[src/rtl/cheat_loader_if.sv]
// ----------------------------------------------------------------------------
// cheat_loader_if
// Byte-download handshake between the ioctl download mux (master) and the
// cheat loader (slave).
//   dl_start : one-cycle pulse, a new cheat file begins
//   dl_end   : one-cycle pulse, the download is complete
//   dl_wr    : byte write strobe
//   dl_data  : download byte
//   dl_wait  : backpressure from the loader to the writer
// ----------------------------------------------------------------------------
interface cheat_loader_if;
    logic       dl_start;
    logic       dl_end;
    logic       dl_wr;
    logic [7:0] dl_data;
    logic       dl_wait;

    modport master (
        output dl_start,
        output dl_end,
        output dl_wr,
        output dl_data,
        input  dl_wait
    );

    modport slave (
        input  dl_start,
        input  dl_end,
        input  dl_wr,
        input  dl_data,
        output dl_wait
    );
endinterface

[src/rtl/cheat_loader.sv]
// ----------------------------------------------------------------------------
// cheat_loader
// Turns the HPS cheat-file byte stream into 129-bit code words for the cheat
// engine. Each 16-byte record (flags, addr, compare, replace; 32-bit
// little-endian each) is assembled in place, then presented with a load
// strobe on code[128] surrounded by quiet cycles. The writer is throttled
// through dl_wait while a record is being issued; one byte of skid is
// absorbed by a hold register.
//
// Ports
//   clk, reset    : system clock, synchronous active-high reset
//   dl            : download handshake (slave modport)
//   codes_clear   : one-cycle pulse to the engine's cold reset on file start
//   code          : {strobe, flags, addr, compare, replace}
//   codes_loaded  : records issued since the last file start (saturating)
//   overflow      : sticky, a record was discarded past MAX_CODES
//   overrun       : sticky, a byte was dropped with the hold register full
//   busy          : high while not idle
// ----------------------------------------------------------------------------
module cheat_loader #(
    parameter int MAX_CODES  = 32,
    parameter int STROBE_LEN = 2
) (
    input  logic           clk,
    input  logic           reset,
    cheat_loader_if.slave  dl,
    output logic           codes_clear,
    output logic [128:0]   code,
    output logic [5:0]     codes_loaded,
    output logic           overflow,
    output logic           overrun,
    output logic           busy
);

    typedef enum logic [2:0] {
        ST_IDLE    = 3'd0,
        ST_COLLECT = 3'd1,
        ST_SETTLE  = 3'd2,
        ST_STROBE  = 3'd3,
        ST_GAP     = 3'd4
    } state_t;

    localparam logic [5:0] max_codes_c = 6'(MAX_CODES);
    localparam logic [3:0] last_cnt_c  = 4'(STROBE_LEN - 1);

    state_t         state_r;
    logic [3:0]     bidx_r;
    logic [127:0]   fields_r;
    logic           strobe_r;
    logic [3:0]     cnt_r;
    logic [5:0]     loaded_r;
    logic           overflow_r;
    logic           overrun_r;
    logic           hold_valid_r;
    logic [7:0]     hold_data_r;
    logic           end_seen_r;
    logic           clear_r;
    logic           wait_r;
    logic           busy_r;

    logic           take_s;
    logic [7:0]     byte_s;
    logic           last_s;
    logic           refill_s;
    logic           in_wait_s;

    // Bit position of stream byte idx inside code[127:0]. The top two bits of
    // idx select the field (flags sits highest), the low two bits select the
    // byte inside the little-endian field.
    function automatic logic [6:0] byte_lsb(input logic [3:0] idx);
        return {~idx[3:2], idx[1:0], 3'b000};
    endfunction

    // Byte source while collecting: a pending hold byte always goes first.
    always_comb begin
        take_s = 1'b0;
        byte_s = 8'h00;
        if (hold_valid_r) begin
            take_s = 1'b1;
            byte_s = hold_data_r;
        end else if (dl.dl_wr) begin
            take_s = 1'b1;
            byte_s = dl.dl_data;
        end else begin
            take_s = 1'b0;
            byte_s = 8'h00;
        end
    end

    // A write that arrives while the hold byte is being consumed refills it.
    assign refill_s  = hold_valid_r & dl.dl_wr;
    assign last_s    = take_s & (bidx_r == 4'd15);
    assign in_wait_s = (state_r == ST_SETTLE) | (state_r == ST_STROBE) |
                       (state_r == ST_GAP);

    // Main sequencer: file framing, byte assembly, strobe timing, backpressure.
    always_ff @(posedge clk) begin
        if (reset) begin
            state_r      <= ST_IDLE;
            bidx_r       <= 4'd0;
            fields_r     <= 128'd0;
            strobe_r     <= 1'b0;
            cnt_r        <= 4'd0;
            loaded_r     <= 6'd0;
            overflow_r   <= 1'b0;
            overrun_r    <= 1'b0;
            hold_valid_r <= 1'b0;
            hold_data_r  <= 8'h00;
            end_seen_r   <= 1'b0;
            clear_r      <= 1'b0;
            wait_r       <= 1'b0;
            busy_r       <= 1'b0;
        end else if (dl.dl_start) begin
            // New file, from IDLE or as an abort: the record fields are left
            // alone, everything that describes progress is cleared.
            state_r      <= ST_COLLECT;
            bidx_r       <= 4'd0;
            strobe_r     <= 1'b0;
            cnt_r        <= 4'd0;
            loaded_r     <= 6'd0;
            overflow_r   <= 1'b0;
            overrun_r    <= 1'b0;
            hold_valid_r <= 1'b0;
            hold_data_r  <= 8'h00;
            end_seen_r   <= 1'b0;
            clear_r      <= 1'b1;
            wait_r       <= 1'b0;
            busy_r       <= 1'b1;
        end else begin
            clear_r <= 1'b0;

            // While a record is being issued, one byte may be parked; any
            // further byte is lost. dl_end is remembered until the gap ends.
            if (in_wait_s) begin
                if (dl.dl_wr) begin
                    if (hold_valid_r) begin
                        overrun_r <= 1'b1;
                    end else begin
                        hold_valid_r <= 1'b1;
                        hold_data_r  <= dl.dl_data;
                    end
                end
                if (dl.dl_end) begin
                    end_seen_r <= 1'b1;
                end
            end

            case (state_r)
                ST_IDLE: begin
                    strobe_r   <= 1'b0;
                    end_seen_r <= 1'b0;
                    wait_r     <= 1'b0;
                    busy_r     <= 1'b0;
                end

                ST_COLLECT: begin
                    busy_r <= 1'b1;
                    if (last_s && (loaded_r < max_codes_c)) begin
                        // Final byte of an issuable record; dl_end in the
                        // same cycle still lets the record go out.
                        fields_r[byte_lsb(bidx_r) +: 8] <= byte_s;
                        bidx_r       <= 4'd0;
                        hold_valid_r <= refill_s;
                        if (refill_s) begin
                            hold_data_r <= dl.dl_data;
                        end
                        end_seen_r   <= dl.dl_end;
                        state_r      <= ST_SETTLE;
                        wait_r       <= 1'b1;
                    end else if (dl.dl_end) begin
                        // Partial record and any parked byte are dropped.
                        overflow_r   <= overflow_r | last_s;
                        bidx_r       <= 4'd0;
                        hold_valid_r <= 1'b0;
                        end_seen_r   <= 1'b0;
                        state_r      <= ST_IDLE;
                        wait_r       <= 1'b0;
                        busy_r       <= 1'b0;
                    end else if (take_s) begin
                        // bidx wraps to 0 after the 16th byte of a record
                        // that is discarded for exceeding MAX_CODES.
                        fields_r[byte_lsb(bidx_r) +: 8] <= byte_s;
                        bidx_r       <= bidx_r + 4'd1;
                        overflow_r   <= overflow_r | last_s;
                        hold_valid_r <= refill_s;
                        if (refill_s) begin
                            hold_data_r <= dl.dl_data;
                        end
                        wait_r       <= refill_s;
                    end else begin
                        wait_r <= 1'b0;
                    end
                end

                ST_SETTLE: begin
                    state_r  <= ST_STROBE;
                    strobe_r <= 1'b1;
                    cnt_r    <= 4'd0;
                    wait_r   <= 1'b1;
                    busy_r   <= 1'b1;
                end

                ST_STROBE: begin
                    wait_r <= 1'b1;
                    busy_r <= 1'b1;
                    if (cnt_r == last_cnt_c) begin
                        strobe_r <= 1'b0;
                        cnt_r    <= 4'd0;
                        state_r  <= ST_GAP;
                        if (loaded_r < max_codes_c) begin
                            loaded_r <= loaded_r + 6'd1;
                        end
                    end else begin
                        cnt_r <= cnt_r + 4'd1;
                    end
                end

                ST_GAP: begin
                    if (cnt_r == last_cnt_c) begin
                        cnt_r <= 4'd0;
                        if (end_seen_r || dl.dl_end) begin
                            state_r      <= ST_IDLE;
                            hold_valid_r <= 1'b0;
                            end_seen_r   <= 1'b0;
                            wait_r       <= 1'b0;
                            busy_r       <= 1'b0;
                        end else begin
                            // Keep throttling if a byte is parked for the
                            // next record.
                            state_r <= ST_COLLECT;
                            bidx_r  <= 4'd0;
                            wait_r  <= hold_valid_r | dl.dl_wr;
                            busy_r  <= 1'b1;
                        end
                    end else begin
                        cnt_r  <= cnt_r + 4'd1;
                        wait_r <= 1'b1;
                        busy_r <= 1'b1;
                    end
                end

                default: begin
                    state_r      <= ST_IDLE;
                    strobe_r     <= 1'b0;
                    hold_valid_r <= 1'b0;
                    end_seen_r   <= 1'b0;
                    wait_r       <= 1'b0;
                    busy_r       <= 1'b0;
                end
            endcase
        end
    end

    assign dl.dl_wait   = wait_r;
    assign codes_clear  = clear_r;
    assign code         = {strobe_r, fields_r};
    assign codes_loaded = loaded_r;
    assign overflow     = overflow_r;
    assign overrun      = overrun_r;
    assign busy         = busy_r;

endmodule
[src/flat_wrapper.sv]
// flat-port wrapper written by rule: the top's interface ports become plain ports
module cheat_loader_flat 
#(
    parameter int MAX_CODES  = 32,
    parameter int STROBE_LEN = 2
)
  (clk, reset, codes_clear, code, codes_loaded, overflow, overrun, busy, dl_dl_start, dl_dl_end, dl_dl_wr, dl_dl_data, dl_dl_wait);
  cheat_loader_if dl_i ();
  input  logic clk;
  input  logic reset;
  output logic codes_clear;
  output logic [128:0] code;
  output logic [5:0] codes_loaded;
  output logic overflow;
  output logic overrun;
  output logic busy;
  input wire logic [$bits(dl_i.dl_start)-1:0] dl_dl_start;
  input wire logic [$bits(dl_i.dl_end)-1:0] dl_dl_end;
  input wire logic [$bits(dl_i.dl_wr)-1:0] dl_dl_wr;
  input wire logic [$bits(dl_i.dl_data)-1:0] dl_dl_data;
  output wire logic [$bits(dl_i.dl_wait)-1:0] dl_dl_wait;
  assign dl_i.dl_start = dl_dl_start;
  assign dl_i.dl_end = dl_dl_end;
  assign dl_i.dl_wr = dl_dl_wr;
  assign dl_i.dl_data = dl_dl_data;
  assign dl_dl_wait = dl_i.dl_wait;
  cheat_loader #(.MAX_CODES(MAX_CODES), .STROBE_LEN(STROBE_LEN)) u_core (.clk(clk), .reset(reset), .dl(dl_i), .codes_clear(codes_clear), .code(code), .codes_loaded(codes_loaded), .overflow(overflow), .overrun(overrun), .busy(busy));
endmodule
[config.mk]
export PLATFORM = sky130hd
export DESIGN_NAME = cheat_loader_flat
export DESIGN_NICKNAME = d
export VERILOG_FILES = /design/src/rtl/cheat_loader_if.sv /design/src/rtl/cheat_loader.sv /design/src/flat_wrapper.sv
export SDC_FILE = /design/constraint.sdc
export NUM_CORES = 1
export LEC_CHECK = 0
export BUFFER_PORTS_ARGS = -buffer_cell sky130_fd_sc_hd__buf_4
export CELL_PAD_IN_SITES_DETAIL_PLACEMENT = 1
export CELL_PAD_IN_SITES_GLOBAL_PLACEMENT = 2
export CORE_UTILIZATION = 34
export CTS_BUF_LIST = sky130_fd_sc_hd__clkbuf_2
export CTS_CLUSTER_SIZE = 10
export DETAILED_ROUTE_END_ITERATION = 16
export GPL_ROUTABILITY_DRIVEN = 0
export GPL_TIMING_DRIVEN = 1
export PLACE_DENSITY_LB_ADDON = 0.25
export SETUP_SLACK_MARGIN = 0.2
export SLEW_MARGIN = 20
export SYNTH_ARGS = -nofsm -noshare
export SYNTH_HDL_FRONTEND = slang
export SYNTH_SLANG_ARGS = --single-unit
[constraint.sdc]
create_clock -name clk -period 3.4 [get_ports clk]
set_clock_uncertainty 0.05 [all_clocks]
set_input_delay 0.17 -clock clk [delete_from_list [all_inputs] [get_ports clk]]
set_output_delay 0.17 -clock clk [all_outputs]
set_load 0.02 [all_outputs]
==> results.ini, run 1 <==
[outcome]
status=finished clean

[sta]
fin_crit_ns=2.848
max_slew.worst_pin.slew_ns=0.9605
slew_headroom_pct=35.97
hold_viol=0
finalSetupTns_ns=0
setup_viol=0
max_freq_mhz=351.1
drv_slew=0
post-route-period-util_pct=83.76
rsz0062_at_grt=false

[yosys]
yosysTopAreaCell=dfxtp_1
ys_types=56
synthFlopType=dfxtp_1
syn-instance-count=734
yosys-top-cells-area=dfxtp_1 (47%), mux2_2 (11%), nor2b_1 (6.3%), nor2_1 (6.2%), a211oi_1 (5.2%)
yosysTopAreaCellShare_pct=47.06
syn_nets=753
yosys_warnings=0
async_flop_share_pct=0
ys_ff_latch=161
synth_edf_count=0
syn_area_per_cell_um2=9.331
syn_area_um2=6849
synth_seq_area_share_pct=47.06

[clocking]
h-tree-depth=4
clk_pin_slew_ns=0.25
clock_path_buffers=2
worst_skew_pair.late_latency_ns=0.78
cts_tree=yes
cts.sinks=161
cts_root_buffer=clkbuf_2
cts_setup_buffers=0
cts_buffers=17

[critical_path]
worst-path-buf-inv=0
cp_max_fo=11
rrSetupSlack_ns=0.55
path_cells=ha_1 > o2111ai_2 > o21ai_1 > and3_1 > and2_1 > mux2_2
cp.arrival_ns=3.49
cp_top_family=simple AND/OR/NAND/NOR gates
critPathMaxStageDelay_ns=0.58
reg2reg_to=u_core.fields_r[10]
cp_slowest_cell=dfxtp_1
cp_num_cells=6
r2r_start=u_core.bidx_r[1]
criticalPathCategory=flip-flop to flip-flop
required_ns=4.05
end_kind=flip-flop
reg2regPathDepth=6
start_kind=flip-flop

[floorplan]
start_util_pct=34.96
row_count=51
core-area_um2=19590
die_h_um=143.9
ioPinCount=153
die_w_um=143.9
die-area_um2=20720

[worst_hold_path]
min_path_cells=4
hold_path_class=primary input to flip-flop
min_to=u_core.hold_data_r[2]
hp-start=dl_dl_data[2]

[layout]
instances_no_fill=1174
drive_above_1_share_pct=31.28
mostFrequentLayoutCells=buf_4 (173), dfxtp_1 (161), nor2_1 (113)
layout_commonest_cell=buf_4
finalNetCount=914
syn_to_final_growth_pct=27.44

[global_routing]
grt_first_pass_wirelength_mm=33.00
grt_max_degree=73
grt_pass1_vias=6028
globalRouteTotalUtil_pct=21.05
antenna_found_initial=1
grt-ovfl-total=0

[placement]
dp_cells=1120
hpwlAfterDp_mm=14.51
port_buffers=152

[power_and_ir_drop]
leakage_nw=3.487
power-per-cell-area_nw_per_um2=369.0
vdd.ir_drop.worst_v=0.0001781

[routing]
vias=5998
wl_per_cell_um=18.01
drt_iter0_markers=311
routed_via_density=5.109
ant_nets=0
first_pass_iters=4
post-route-drc-count=0
wl_mm=21.15

[flow_run]
drv_cap=0

-- report_power, final --
part           switching (mW)  leakage, nW  internal [mW]  total, mW
Sequential            0.00380         1.30           1.90       1.90
Clock                   0.774        0.151          0.363       1.14
Combinational           0.120         2.04         0.0605      0.180
-- synth_stat cells, drive strengths merged (3+ instances only) --
library cell and instances:
mux2 64, nand2 42, o22ai 3, nor3 10, xor2 3, nand3b 12
ha 6, a211oi 52, and2 3, a21oi 22, and3 4, nand2b 14
a311oi 13, nor2b 69, o21a 3, mux2i 5, nor3b 3, inv 8
clkbuf 43, nor2 113, dfxtp 161, a22oi 9, nand3 12, buf 9
o21ai 21
-- registers in the layout (all words and copies together), names as in the netlist --
signal,count
u_core.bidx_r,4
u_core.busy,1
u_core.cnt_r,4
u_core.codes_clear,1
u_core.codes_loaded,6
u_core.dl.dl_wait,1
u_core.end_seen_r,1
u_core.fields_r,128
u_core.hold_data_r,8
u_core.hold_valid_r,1
u_core.overflow,1
u_core.overrun,1
u_core.state_r,3
u_core.strobe_r,1
-- metal layers --
layer	global-route usage, %	wire, um
met5	0	0
met4	6.383	255
met3	6.065	1324
met2	33.84	9913
met1	27.08	9655
-- cell type report --
cell class / instances / area (um^2)
fill: 2277 / 10860
multi-input combinational: 513 / 3383
sequential: 161 / 3223
timing repair buffer: 194 / 1504
tap: 265 / 331.6
clock inverter: 15 / 168.9
clock buffer: 17 / 85.08
inverter: 8 / 30.03
antenna: 1 / 2.502
-- worst max-delay path by stage --
stage                           startpoint                   end  slack, ns
final                     u_core.bidx_r[1]   u_core.fields_r[10]       0.55
after global routing      u_core.bidx_r[0]   u_core.fields_r[12]       0.32
after CTS                 u_core.bidx_r[0]   u_core.fields_r[10]       0.30
after detailed placement  u_core.bidx_r[1]   u_core.fields_r[89]       0.37
after global placement    u_core.bidx_r[0]   u_core.fields_r[89]       0.51
after floorplan           u_core.bidx_r[1]  u_core.fields_r[118]       0.96
-- metrics by stage --
stage	total power, mW	setup WS (ns)	util (%)	cell area, um^2	hold WS [ns]
6_report	3.221	0.5520	44.56	8728	0.1443
3_5_place_dp	2.102	0.3703	42.20	8267	0.4001
3_3_place_gp	2.099	0.5089	42.20	8267	0.3715
4_1_cts	3.255	0.3036	44.52	8721	0.08429
5_1_grt	3.356	0.3217	44.56	8728	0.1282
2_1_floorplan	2.028	0.9555	-	6849	0.2599
-- worst register-to-register path, stage by stage, from the launching register on --
cell       delay [ns]
dfxtp_1          0.58
ha_1             0.30
o2111ai_2        0.24
o21ai_1          0.43
and3_1           0.35
and2_1           0.43
mux2_2           0.39
-- logic make-up after synthesis --
group           after synthesis  synth area share, %
compound gates              139                14.60
simple gates                295                21.89
flops                       161                47.06
mux                          69                11.25
xor+xnor                      4               0.5116
buf+inv                      60                3.599
fa+ha+maj                     6                1.096
-- timing repair --
action,4_1_cts,5_1_grt
gates resized for setup,0,1
hold buffers,20,0
hold endpoints to repair,140,0
endpoints found under the setup margin,0,24
No activity file was read; power rests on OpenSTA's default activity.
==> run 2, diff against run 1 <==
Settings changed: ABC_AREA set to 1, CORE_UTILIZATION 34 to 28.
Clock period 3.4 ns to 2.6 ns, I/O delays scaled along.
==> run 2 against run 1 <==
Final area increased by 14%. Critical path type unchanged. Final cell count increased by 51%. Routed wire length increased by 23%. Clock-buffer cell count increased by 1.
==> results.ini, run 2 <==
[sta]
slew_headroom_pct=30.82  ; was 35.97%
post-route-period-util_pct=85.31  ; was 83.76%
hold_viol=0  ; unchanged
max_slew.worst_pin.slew_ns=1.038  ; was 0.9605 ns
setup_viol=0  ; unchanged
drv_slew=0  ; unchanged
fin_crit_ns=2.218  ; was 2.848 ns
rsz0062_at_grt=false  ; unchanged
hold_ws_ns=0.1131  ; was 0.1443 ns
max_freq_mhz=450.8  ; was 351.1 MHz
fin_ws_ns=0.3819  ; was 0.5520 ns
finalSetupTns_ns=0  ; unchanged

[clocking]
h-tree-depth=4  ; unchanged
cts_root_buffer=clkbuf_2  ; unchanged
cts_buffers=17  ; unchanged
clock_path_buffers=2  ; unchanged
worst_skew_pair.late_latency_ns=0.73  ; was 0.78 ns
clk_pin_slew_ns=0.26  ; was 0.25 ns
cts.sinks=161  ; unchanged
cts_tree=yes  ; unchanged

[layout]
layout_commonest_cell=nor2_1  ; was buf_4
syn_to_final_growth_pct=23.84  ; was 27.44%
largest_reg_flops=128  ; unchanged
mostFrequentLayoutCells=nor2_1 (331), nand2_1 (316), buf_4 (185)  ; was buf_4 (173), dfxtp_1 (161), nor2_1 (113)
final_cell_area_um2=9925  ; was 8728 um^2
post-route-util_pct=35.53  ; was 44.56%
top_register=u_core.fields_r  ; unchanged
drive_above_1_share_pct=19.55  ; was 31.28%
finalNetCount=1398  ; was 914
instances_no_fill=1770  ; was 1174

[floorplan]
die-area_um2=29300  ; was 20720 um^2
start_util_pct=28.69  ; was 34.96%
ioPinCount=153  ; unchanged
core-area_um2=27930  ; was 19590 um^2
die_w_um=171.2  ; was 143.9 um
row_count=61  ; was 51
die_h_um=171.2  ; was 143.9 um

[yosys]
synthFlopType=dfxtp_1  ; unchanged
ys_types=34  ; was 56
yosysTopAreaCell=dfxtp_1  ; unchanged
yosys-top-cells-area=dfxtp_1 (40%), nor2_1 (16%), nand2_1 (15%), nand3_1 (5.6%), inv_1 (4.5%)  ; was dfxtp_1 (47%), mux2_2 (11%), nor2b_1 (6.3%), nor2_1 (6.2%), a211oi_1 (5.2%)
synth_most_common_cell=nor2_1  ; was dfxtp_1
ys_top_cells_by_count=nor2_1 (331), nand2_1 (316), dfxtp_1 (161)  ; was dfxtp_1 (161), nor2_1 (113), nor2b_1 (69)
syn_area_um2=8014  ; was 6849 um^2
synth_seq_area_share_pct=40.22  ; was 47.06%
ys_ff_latch=161  ; unchanged
syn_area_per_cell_um2=6.585  ; was 9.331 um^2
synth_edf_count=0  ; unchanged
syn_nets=1236  ; was 753
yosysTopAreaCellShare_pct=40.22  ; was 47.06%
yosys_warnings=0  ; unchanged
async_flop_share_pct=0  ; unchanged
syn-instance-count=1217  ; was 734

[critical_path]
cp_num_cells=9  ; was 6
start_kind=flip-flop  ; unchanged
criticalPathCategory=flip-flop to flip-flop  ; unchanged
cp_slowest_cell=dfxtp_1  ; unchanged
critPathMaxStageDelay_ns=0.43  ; was 0.58 ns
path_cells=inv_1 > buf_4 > o21ai_0 > clkinv_1 > buf_4 > nand3_1 > nand3_1 > nand2_1 > nor2_1  ; was ha_1 > o2111ai_2 > o21ai_1 > and3_1 > and2_1 > mux2_2
worst-path-buf-inv=4  ; was 0
reg2regPathDepth=9  ; was 6
cp.arrival_ns=2.81  ; was 3.49 ns
cp_top_family=buffers and inverters  ; was simple AND/OR/NAND/NOR gates
cp_max_fo=20  ; was 11
end_kind=flip-flop  ; unchanged
required_ns=3.19  ; was 4.05 ns

[routing]
vias=7747  ; was 5998
drt_iter0_markers=369  ; was 311
ant_nets=0  ; unchanged
post-route-drc-count=0  ; unchanged
wl_mm=26.02  ; was 21.15 mm
wl_per_cell_um=14.70  ; was 18.01 um
first_pass_iters=5  ; was 4
routed_via_density=4.377  ; was 5.109

[global_routing]
grt_first_pass_wirelength_mm=41.49  ; was 33.00 mm
antenna_found_initial=1  ; unchanged
globalRouteTotalUtil_pct=18.27  ; was 21.05%
grt_max_degree=97  ; was 73
grt_pass1_vias=7609  ; was 6028
grt-ovfl-total=0  ; unchanged

[placement]
place_area_um2=9454  ; was 8267 um^2
port_buffers=152  ; unchanged
dp_cells=1718  ; was 1120
hpwlAfterDp_mm=18.70  ; was 14.51 mm
pre_cts_ws_ns=0.2143  ; was 0.3703 ns

[power_and_ir_drop]
p_int_mw=3.023  ; was 2.323 mW
switching_share_pct=27.72  ; was 27.87%
seqPwrFrac_pct=59.5  ; was 59.1%
power.share.clock_pct=33.5  ; was 35.3%
total_power_mw=4.183  ; was 3.221 mW
power-per-cell-area_nw_per_um2=421.5  ; was 369.0 nW/um^2
p_comb_share_pct=7.0  ; was 5.6%
netSwitchingPower_mw=1.160  ; was 897.6 uW
vdd.ir_drop.worst_v=0.0002232  ; was 0.0001781 V
leakage_nw=4.836  ; was 3.487 nW

[flow_run]
drv_cap=0  ; unchanged

[worst_hold_path]
hold_path_class=primary input to flip-flop  ; unchanged
min_path_cells=4  ; unchanged

[outcome]
status=finished clean  ; unchanged

-- run 2: cell type report --
class                   instances  area (um^2)
repair buffers                199         1539
fillers                      3677        18010
clock inverters                13        137.6
well taps                     378        473.0
inverters                     109        442.9
clock buffers                  18        90.09
diodes                          1        2.502
multi-input cells             891         4015
flip-flops and latches        161         3224
-- run 2: worst paths after layout --
| path | end | slack (ns) | startpoint |
|---|---|---|---|
| worst max-delay path | u_core.fields_r[48] | 0.38 | u_core.hold_valid_r |
| worst min-delay path | u_core.hold_data_r[5] | 0.11 | dl_dl_data[5] |
| worst max register to register | u_core.fields_r[48] | 0.38 | u_core.hold_valid_r |
| worst min register to register | u_core.strobe_r | 0.43 | u_core.strobe_r |
-- run 2: worst register-to-register path, stage by stage (launching register included) --
cell and delay (ns):
dfxtp_1 0.43, inv_1 0.19, buf_4 0.25, o21ai_0 0.37, clkinv_1 0.28, buf_4 0.26
nand3_1 0.09, nand3_1 0.08, nand2_1 0.07, nor2_1 0.05
-- run 2: cell families after synthesis --
family | count (synthesis) | synth area share [%]
AOI/OAI and AO/OA | 89 | 5.808
xor gates and xnor gates | 4 | 0.4372
adders and majority gates | 6 | 0.9367
buffers and inverters | 166 | 9.961
DFF | 161 | 40.22
and+or+nand+nor | 791 | 42.64
-- run 2: power groups by stage --
stage	combinational (mW)	clock (mW)	sequential, mW
final	0.294	1.40	2.49
after global routing	0.327	1.58	2.49
after CTS	0.291	1.49	2.49
after detailed placement	0.274	0	2.53
after global placement	0.272	0	2.53
after floorplan	0.162	0	2.54
-- run 2: timing repair --
| action | CTS | global route |
|---|---|---|
| hold buffers | 13 | 0 |
| resized for setup | 3 | 6 |
| pin swaps | 0 | 2 |
| setup endpoints to repair | 6 | 50 |
| cloned | 0 | 1 |
| setup buffers | 0 | 6 |
| endpoints found under the hold margin | 70 | 0 |
-- run 2: routing by layer --
metal | up-vias | part of all wire (%) | GRT usage, %
li1 | 4072 | - | -
met1 | 3559 | 49 | 24.71
met2 | 109 | 47 | 30.49
met3 | 7 | 3.1 | 3.336
met4 | 0 | 0.52 | 3.144
met5 | - | 0 | 0
==> run 3, diff against run 2 <==
Settings changed: CORE_UTILIZATION 28 to 31.
Clock period 2.6 ns to 2.5 ns, I/O delays scaled along.
==> run 3 against run 2 <==
Global-route usage up 1.5 points. Worst hold slack worse by 0.016 ns. Fmax up 2.6%. Final area up 0.63%. Largest cell class unchanged. Total power up 6.7%. Via count up 1.8%. Combinational power up 7.1%.
==> results.ini, run 3 (same netlist as run 2, synthesis figures left out) <==
[sta]
slew_headroom_pct=63.60  ; was 30.82%
rsz0062_at_grt=true  ; was false
fin_crit_ns=2.162  ; was 2.218 ns
fin_ws_ns=0.3380  ; was 0.3819 ns
hold_viol=0  ; unchanged
drv_slew=0  ; unchanged
post-route-period-util_pct=86.48  ; was 85.31%
max_freq_mhz=462.5  ; was 450.8 MHz
max_slew.worst_pin.slew_ns=0.5431  ; was 1.038 ns
setup_viol=0  ; unchanged
finalSetupTns_ns=0  ; unchanged
hold_ws_ns=0.09730  ; was 0.1131 ns

[clocking]
clk_pin_slew_ns=0.27  ; was 0.26 ns
cts_buffers=17  ; unchanged
cts_root_buffer=clkbuf_2  ; unchanged
h-tree-depth=4  ; unchanged
cts.sinks=161  ; unchanged
worst_skew_pair.late_latency_ns=0.76  ; was 0.73 ns
clock_path_buffers=2  ; unchanged
cts_tree=yes  ; unchanged

[floorplan]
start_util_pct=31.73  ; was 28.69%
ioPinCount=153  ; unchanged
die_w_um=162.8  ; was 171.2 um
core-area_um2=25250  ; was 27930 um^2
row_count=58  ; was 61
die_h_um=162.8  ; was 171.2 um
die-area_um2=26500  ; was 29300 um^2

[layout]
syn_to_final_growth_pct=24.62  ; was 23.84%
top_register=u_core.fields_r  ; unchanged
sequential_cell_area_um2=3226  ; was 3224 um^2
drive_above_1_share_pct=20.33  ; was 19.55%
mostFrequentLayoutCells=nor2_1 (329), nand2_1 (316), buf_4 (190)  ; was nor2_1 (331), nand2_1 (316), buf_4 (185)
multi_input_area_um2=4049  ; was 4015 um^2
instances_no_fill=1734  ; was 1770
fillers=3325  ; was 3677
finalNetCount=1408  ; was 1398
layout_commonest_cell=nor2_1  ; unchanged
final_cell_area_um2=9987  ; was 9925 um^2
largest_reg_flops=128  ; unchanged

[critical_path]
start_kind=flip-flop  ; unchanged
rrSetupSlack_ns=0.34  ; was 0.38 ns
required_ns=3.12  ; was 3.19 ns
reg2reg_to=u_core.state_r[0]  ; was u_core.fields_r[48]
cp.arrival_ns=2.79  ; was 2.81 ns
reg2regPathDepth=11  ; was 9
criticalPathCategory=flip-flop to flip-flop  ; unchanged
cp_max_fo=6  ; was 20
end_kind=flip-flop  ; unchanged
r2r_start=u_core.bidx_r[1]  ; was u_core.hold_valid_r

[placement]
place_area_um2=9429  ; was 9454 um^2
port_buffers=152  ; unchanged
hpwlAfterDp_mm=18.42  ; was 18.70 mm
pre_cts_ws_ns=0.2240  ; was 0.2143 ns
dp_cells=1673  ; was 1718

[worst_hold_path]
hold_path_class=primary input to flip-flop  ; unchanged
min_to=u_core.hold_data_r[7]  ; was u_core.hold_data_r[5]
min_path_cells=4  ; unchanged
hp-start=dl_dl_data[7]  ; was dl_dl_data[5]

[global_routing]
grt_first_pass_wirelength_mm=40.93  ; was 41.49 mm
globalRouteTotalUtil_pct=19.81  ; was 18.27%
grt_max_degree=82  ; was 97
grt_pass1_vias=7566  ; was 7609
grt-ovfl-total=0  ; unchanged
antenna_found_initial=1  ; unchanged

[routing]
wl_mm=26.20  ; was 26.02 mm
wl_per_cell_um=15.11  ; was 14.70 um
routed_via_density=4.550  ; was 4.377
first_pass_iters=4  ; was 5
drt_iter0_markers=370  ; was 369
ant_nets=0  ; unchanged
vias=7889  ; was 7747
post-route-drc-count=0  ; unchanged

[power_and_ir_drop]
switching_share_pct=28.89  ; was 27.72%
power.share.clock_pct=35.0  ; was 33.5%
netSwitchingPower_mw=1.289  ; was 1.160 mW
vdd.ir_drop.worst_v=0.0003280  ; was 0.0002232 V
leakage_nw=4.865  ; was 4.836 nW
power-per-cell-area_nw_per_um2=446.8  ; was 421.5 nW/um^2
p_int_mw=3.174  ; was 3.023 mW
seqPwrFrac_pct=58.0  ; was 59.5%
p_comb_share_pct=7.0  ; about the same

[flow_run]
drv_cap=0  ; unchanged

[outcome]
status=finished clean  ; unchanged

-- run 3: changes by cell type in the layout (fill, tap and decap cells not counted), sizes merged --
cell         change
buf              +6
bufinv           -2
clkbuf           -1
clkinv           -2
clkinvlp         +2
diode            +1
dlygate4sd3      +3
inv              +4
nand3            +2
nor2             -1
-- run 3: timing repair --
| item | CTS | global route |
|---|---|---|
| setup endpoints to repair | 0 | 77 |
| resized for setup | 0 | 12 |
| hold buffers | 14 | 2 |
| endpoints found under the hold margin | 113 | 2 |
| setup buffers | 0 | 9 |
-- run 3: worst max-delay path by stage --
| stage | to | start | cells past startpoint | slack, ns |
|---|---|---|---|---|
| 6_report | u_core.state_r[0] | u_core.bidx_r[1] | 11 | 0.34 |
| 5_1_grt | u_core.state_r[0] | u_core.bidx_r[1] | 11 | 0.16 |
| 4_1_cts | u_core.fields_r[9] | u_core.hold_valid_r | 9 | 0.21 |
| 3_5_place_dp | u_core.fields_r[118] | u_core.bidx_r[0] | 10 | 0.22 |
| 3_3_place_gp | u_core.fields_r[33] | u_core.bidx_r[0] | 10 | 0.29 |
| 2_1_floorplan | u_core.fields_r[100] | u_core.bidx_r[0] | 12 | 0.35 |
-- run 3: layout make-up --
type                       instances  share of cell area [%]
antenna                            2                 0.05011
clock buffer                      17                  0.8519
clock inverter                    15                   1.691
inverter                         109                   4.147
multi-input combinational        892                   40.54
sequential                       161                   32.30
tap                              330                   4.134
timing repair buffer             208                   16.29
-- run 3: power by group through the flow --
| stage | combinational (mW) | sequential (mW) | clock, mW |
|---|---|---|---|
| after floorplan | 0.169 | 2.64 | 0 |
| after global placement | 0.287 | 2.63 | 0 |
| after detailed placement | 0.288 | 2.63 | 0 |
| after CTS | 0.306 | 2.59 | 1.63 |
| after global routing | 0.346 | 2.59 | 1.74 |
| final | 0.315 | 2.59 | 1.56 |
-- run 3: worst max-delay path, cell delays in order, from the launching register on --
cell           delay [ns]
dfxtp_1              0.44
ha_1                 0.31
inv_1                0.10
nor2_2               0.12
nand3_2              0.11
nand2_1              0.13
nand2_1              0.06
nand2_1              0.07
nand2_1              0.05
nor2_1               0.08
nor2_1               0.05
dlygate4sd3_1        0.55
-- run 3: metrics by stage --
step / utilization (%) / power (mW)
after floorplan: - / 2.808
after global placement: 37.34 / 2.921
after detailed placement: 37.34 / 2.922
after CTS: 38.90 / 4.531
after global routing: 39.55 / 4.679
final: 39.55 / 4.463
-- run 3: layer usage --
layer  vias up  track usage, %  routed length (um)
li1       4096               -                   -
met1      3660           26.66               12740
met2       118           33.06               12380
met3        15           3.209                 797
met4         0           4.376                 276
met5         -               0                   0
